$ cat config.mk
export PLATFORM = sky130hd
export DESIGN_NAME = systolic_feeder
export DESIGN_NICKNAME = d
export VERILOG_FILES = /design/src/rtl/systolic_pkg.sv /design/src/rtl/systolic_feeder_skew_delay.sv /design/src/rtl/systolic_feeder.sv
export SDC_FILE = /design/constraint.sdc
export NUM_CORES = 1
export LEC_CHECK = 0
export CAP_MARGIN = 25
export CORE_UTILIZATION = 53
export CTS_CLUSTER_SIZE = 14
export DETAILED_ROUTE_END_ITERATION = 6
export PLACE_DENSITY_LB_ADDON = 0.15
export SYNTH_ARGS = -nofsm -noshare
export SYNTH_HDL_FRONTEND = slang
export SYNTH_HIERARCHICAL = 1
export SYNTH_SLANG_ARGS = --single-unit
$ cat constraint.sdc
create_clock -name clk -period 2.6 [get_ports clk]
set_input_delay 0.26 -clock clk [delete_from_list [all_inputs] [get_ports clk]]
set_output_delay 0.26 -clock clk [all_outputs]
set_load 0.01 [all_outputs]
$ cat src/rtl/systolic_pkg.sv
// Shared sizing, FSM encoding and saturating-count helper for the systolic feeder.
// Latency: n/a (declarations only).
// Backpressure: n/a.
package systolic_pkg;

  localparam int SYS_N  = 4;   // lanes = systolic array rows
  localparam int SYS_DW = 8;   // PE operand width
  localparam int KCNT_W = 16;  // accepted-vector counter width

  typedef enum logic [2:0] {
    ST_IDLE   = 3'd0,
    ST_CLR    = 3'd1,
    ST_STREAM = 3'd2,
    ST_FLUSH  = 3'd3,
    ST_DONE   = 3'd4
  } state_e;

  // Increment that sticks at all-ones instead of wrapping.
  function automatic logic [KCNT_W-1:0] sat_inc(input logic [KCNT_W-1:0] v);
    return (v == '1) ? v : v + 1'b1;
  endfunction

endpackage

$ cat src/rtl/systolic_feeder_skew_delay.sv
// Depth-D, DW-wide shift register used to skew one feeder lane.
// Latency: D cycles from din_i to dout_o.
// Backpressure: none; shifts every cycle.
module skew_delay #(
  parameter int D  = 1,
  parameter int DW = 8
) (
  input  logic          clk,
  input  logic          rst_n,
  input  logic [DW-1:0] din_i,
  output logic [DW-1:0] dout_o
);

  logic [DW-1:0] stage_q [D];

  // Shift one stage per cycle; reset empties the pipe to zeros.
  always_ff @(posedge clk or negedge rst_n) begin
    if (!rst_n) begin
      for (int k = 0; k < D; k++) stage_q[k] <= '0;
    end else begin
      stage_q[0] <= din_i;
      for (int k = 1; k < D; k++) stage_q[k] <= stage_q[k-1];
    end
  end

  assign dout_o = stage_q[D-1];

endmodule

$ cat src/rtl/systolic_feeder.sv
// Skews accepted operand vectors onto the west edge of an N-row systolic array and sequences a job.
// Latency: lane i shows a vector i+1 cycles after acceptance; done 2N-1 cycles after the last vector.
// Backpressure: in_ready high only while streaming; idle cycles inject zero bubbles into every lane.
module systolic_feeder
  import systolic_pkg::*;
#(
  parameter int N  = SYS_N,
  parameter int DW = SYS_DW
) (
  input  logic              clk,
  input  logic              rst,
  input  logic              start,
  input  logic              in_valid,
  output logic              in_ready,
  input  logic [N*DW-1:0]   in_data,
  input  logic              in_last,
  output logic [N*DW-1:0]   feed_data,
  output logic              pe_clr,
  output logic              busy,
  output logic              done,
  output logic [KCNT_W-1:0] k_count
);

  localparam int FC_W = (2 * N > 2) ? $clog2(2 * N) : 1;
  // FLUSH lasts 2N-1 cycles: counter runs 0 .. 2N-2.
  localparam logic [FC_W-1:0] FLUSH_LAST = FC_W'(2 * N - 2);

  state_e            state_q, state_d;
  logic [FC_W-1:0]   flush_cnt_q, flush_cnt_d;
  logic [KCNT_W-1:0] k_q, k_d;
  logic              accept;
  logic [N*DW-1:0]   lane_in;

  assign accept   = in_valid && (state_q == ST_STREAM);
  // Bubbles and non-stream cycles push zeros so lanes stay aligned and add zero products.
  assign lane_in  = accept ? in_data : '0;

  assign in_ready = (state_q == ST_STREAM);
  assign pe_clr   = (state_q == ST_CLR);
  assign busy     = (state_q != ST_IDLE);
  assign done     = (state_q == ST_DONE);
  assign k_count  = k_q;

  // State, flush counter and job vector count registers.
  always_ff @(posedge clk or negedge rst) begin
    if (!rst) begin
      state_q     <= ST_IDLE;
      flush_cnt_q <= '0;
      k_q         <= '0;
    end else begin
      state_q     <= state_d;
      flush_cnt_q <= flush_cnt_d;
      k_q         <= k_d;
    end
  end

  // Next-state logic: start only seen in IDLE, in_last only seen with an accepted vector.
  always_comb begin
    state_d     = state_q;
    flush_cnt_d = flush_cnt_q;
    k_d         = k_q;
    case (state_q)
      ST_IDLE: begin
        if (start) state_d = ST_CLR;
      end
      ST_CLR: begin
        k_d     = '0;
        state_d = ST_STREAM;
      end
      ST_STREAM: begin
        if (accept) begin
          k_d = sat_inc(k_q);
          if (in_last) begin
            state_d     = ST_FLUSH;
            flush_cnt_d = '0;
          end
        end
      end
      ST_FLUSH: begin
        if (flush_cnt_q == FLUSH_LAST) state_d = ST_DONE;
        else flush_cnt_d = flush_cnt_q + 1'b1;
      end
      ST_DONE: begin
        state_d = ST_IDLE;
      end
      default: state_d = ST_IDLE;
    endcase
  end

  // Lane i gets i+1 register stages so the array sees a diagonal wavefront.
  for (genvar i = 0; i < N; i++) begin : g_lane
    skew_delay #(
      .D  (i + 1),
      .DW (DW)
    ) u_skew (
      .clk    (clk),
      .rst_n  (rst),
      .din_i  (lane_in[i*DW +: DW]),
      .dout_o (feed_data[i*DW +: DW])
    );
  end

endmodule

==> out/results.tsv <==
metric	value	unit
synthTopCellsByArea	sky130_fd_sc_hd__dfrtp_1 (68%), sky130_fd_sc_hd__and2_1 (5.5%), sky130_fd_sc_hd__buf_4 (4.8%)	
core	0.00683	mm²
share_of_power_burned_in_combinational_logic	24.7	%
tightest_slew	0.741	ns
cts.clk_slew.worst_paths	0.09	ns
maxSlewViolCount	0	
leading_cell_type_in_the_layout_fill_and_taps_excluded	sky130_fd_sc_hd__dfrtp_1	
finalSetupViolations	0	
buffer_ports.inserted	88	
unrepaired_setup_endpoints_after_global_routing	no	
worst_ep_required_time	2.34	ns
gp_congestion	0.849	
critical_path.max_fanout	16	
grt_first_pass_wirelength	10.8	mm
initial_core_utilization	55.0	%
asyncSetResetFlopFracSynth	100	%
synthCells	289	
gr-total-overflow	0	
finish.cell_count_without_fillers	463	
clock-root-buffer	sky130_fd_sc_hd__clkbuf_8	
layout_common_cells	sky130_fd_sc_hd__dfrtp_1 (101), sky130_fd_sc_hd__clkdlybuf4s50_1 (87), sky130_fd_sc_hd__and2_1 (33)	
yosysTopAreaCell	sky130_fd_sc_hd__dfrtp_1	
dp_hpwl	4.47	mm
drt_first_iter_violations	60	
grt_pass1_vias	2224	
grt_util_all_layers	19.0	%
detail_route.vias_per_cell	5.06	
die_area	0.00743	mm²
syn2layout_area_growth	28.0	%
die_width	86.2	µm
route.vias.total	2342	
pwr-share-seq	50.5	%
netlist-cell-type-count	47	
synth_top_area_share	68.0	%
grt_antenna_before_repair	0	
clock_tree.buffer_depth	2	
max_cap_violations	0	
drive_above_1_share	8.45	%
critical_path.cell_chain	or3b_1 > inv_4 > clkdlybuf4s50_1	
final_design_area_no_fill	0.00481	mm²
insertedDiodeCount	0	
intPower	0.00283	W
top_level_ports	89	
crit_path_end_kind	output pin	
period_share	94.9	%
worst_hold_path_type	reg2reg	
layout.core_utilization	70.4	%
die_y	86.2	µm
fin_worst_skew	0.0131	ns
syn-cell-area	0.00376	mm²
synth_enable_flop_cells	0	
ys_ff_latch	102	
critPathSlowestCell	sky130_fd_sc_hd__or3b_1	
timing.critical_path.buf_inv	2	
ys_seq_area_share	68.0	%
number_of_hold_violations_in_the_final_report	0	
max_freq	405	MHz
clk_latency	0.35	ns
std_cell_rows	30	
grt_start_max_net_pins	54	
worst-setup-path-type	reg2out	
dpl_cell_area	0.00459	mm²
critical_path_depth	3	
detail_route.wl_per_cell	14.1	µm
dp.cells	446	
critPathTopFamily	buffers and inverters	
p_leak	2.20	nW
worstPathArrival	2.21	ns
fin_hold_ws	0.347	ns
syn-mean-instance-area	13.0	µm²
drt_pass1_iterations	4	
drt_wl_total	6.52	mm
worst_ir_drop_vdd	495	µV
switchingPower	0.00122	W
cts.sink_count	102	
layout.filler_cells	515	
cts_inserted_buffers	9	
critical_path.startpoint_type	register	
critical_path.max_stage_delay	0.58	ns
p_per_area	841	mW/mm²
clock_tree.htree_level_count	3	
ant_nets	0	
worstHoldPathCells	0	
drc	0	
power.clock.fraction	24.8	%
ys.flop_type	sky130_fd_sc_hd__dfrtp_1	
timing.final.crit_period	2.47	ns
nets	402	
setup_total_negative_slack	0	ns
worst_r2r_path_depth	5	
cts_tree	yes	
power.share.switching	30.1	%
maxSlewHeadroom	50.3	%
syn_nets	329	
status	complete, no violations	
yosysWarningCount	6	
## through the flow
stage | setup WS [ns] | total power [W]
5_1_grt | 0.0339 | 0.00429
3_5_place_dp | 0.419 | 0.00307
6_report | 0.131 | 0.00404
2_1_floorplan | 0.743 | 0.00264
4_1_cts | 0.00588 | 0.00409
3_3_place_gp | 0.437 | 0.00304
## routing by layer
metal,part of all wire [%],GRT usage (%),vias up
met5,0,0,-
met4,0.98,5.30,0
met3,4.9,5.43,8
met2,51,31.5,78
met1,43,24.5,1139
li1,-,-,1117
## synthesized netlist by cell type, types with 2 or more instances
library cell	instances
sky130_fd_sc_hd__nor3b_1	2
sky130_fd_sc_hd__nand2b_1	2
sky130_fd_sc_hd__o221ai_1	3
sky130_fd_sc_hd__nor2_1	9
sky130_fd_sc_hd__and2_1	33
sky130_fd_sc_hd__a21o_1	4
sky130_fd_sc_hd__dfrtp_1	102
sky130_fd_sc_hd__buf_4	24
sky130_fd_sc_hd__ha_1	3
sky130_fd_sc_hd__nor3_1	5
sky130_fd_sc_hd__o21ai_0	3
sky130_fd_sc_hd__nand4_1	4
sky130_fd_sc_hd__or4_1	5
sky130_fd_sc_hd__a31oi_1	9
sky130_fd_sc_hd__o211ai_1	9
sky130_fd_sc_hd__a21oi_1	3
sky130_fd_sc_hd__nand2_1	15
sky130_fd_sc_hd__nand3b_1	3
sky130_fd_sc_hd__clkbuf_1	7
sky130_fd_sc_hd__inv_1	9
sky130_fd_sc_hd__nand3_1	6
sky130_fd_sc_hd__o21a_1	2
sky130_fd_sc_hd__buf_2	2
sky130_fd_sc_hd__o2111ai_1	2
## cell type report
class	instances	area [µm²]	share of cell area, %
flip-flops and latches	102	2550	53.1
multi-input cells	144	956	19.9
repair buffers	95	933	19.4
clock buffers	10	128	2.65
well taps	96	120	2.50
clock inverters	6	78.8	1.64
inverters	10	40.0	0.832
## worst reg2reg max path: stages, from the launching register on
cell	delay [ns]
sky130_fd_sc_hd__dfrtp_1	0.47
sky130_fd_sc_hd__ha_1	0.26
sky130_fd_sc_hd__nand3_2	0.22
sky130_fd_sc_hd__or4_1	0.63
sky130_fd_sc_hd__o2111ai_1	0.24
sky130_fd_sc_hd__o221ai_1	0.14
## cells by family after synthesis
logic type	share of synthesized area, %
buffers and inverters	6.76
muxes	0.266
AOI/OAI and AO/OA	8.49
adders and majority gates	0.999
and+or+nand+nor	15.5
DFF	68.0
## flip-flops by register name (all words and copies together) (netlist names)
register,count
g_lane.u_skew/dout_o,32
state_q,3
g_lane.u_skew/stage_q,48
k_count,16
flush_cnt_q,3
## power by group through the flow
stage               Clock [W]  Sequential (W)  Combinational [W]
detailed placement          0         0.00207            0.00100
CTS                   0.00104         0.00204            0.00101
global placement            0         0.00205           0.000988
global route          0.00111         0.00208            0.00111
floorplan                   0         0.00201           0.000632
finish                0.00100         0.00204           0.000999
## path summary, 6_finish.rpt
kind	from	to	slack [ns]
worst max-delay path	state_q[2]$_DFFE_PN0P_	in_ready	0.13
worst min-delay path	g_lane[2].u_skew/stage_q[21]$_DFF_PN0_	g_lane[2].u_skew/stage_q[13]$_DFF_PN0_	0.35
worst max register to register	k_count[1]$_DFFE_PN0P_	k_count[5]$_DFFE_PN0P_	0.53
worst min register to register	g_lane[2].u_skew/stage_q[21]$_DFF_PN0_	g_lane[2].u_skew/stage_q[13]$_DFF_PN0_	0.35
max in group asynchronous	rst	state_q[1]$_DFFE_PN0P_	1.36
min in group asynchronous	rst	g_lane[2].u_skew/stage_q[12]$_DFF_PN0_	0.49
## timing repair
| item | 4_1_cts | 5_1_grt |
|---|---|---|
| setup endpoints to repair | 0 | 1 |
| hold buffers | 1 | 0 |
| gates resized for setup | 0 | 2 |
| buffers inserted | 0 | 0 |
| hold endpoints to repair | 50 | 0 |
Power figures use the tool's default switching activity.
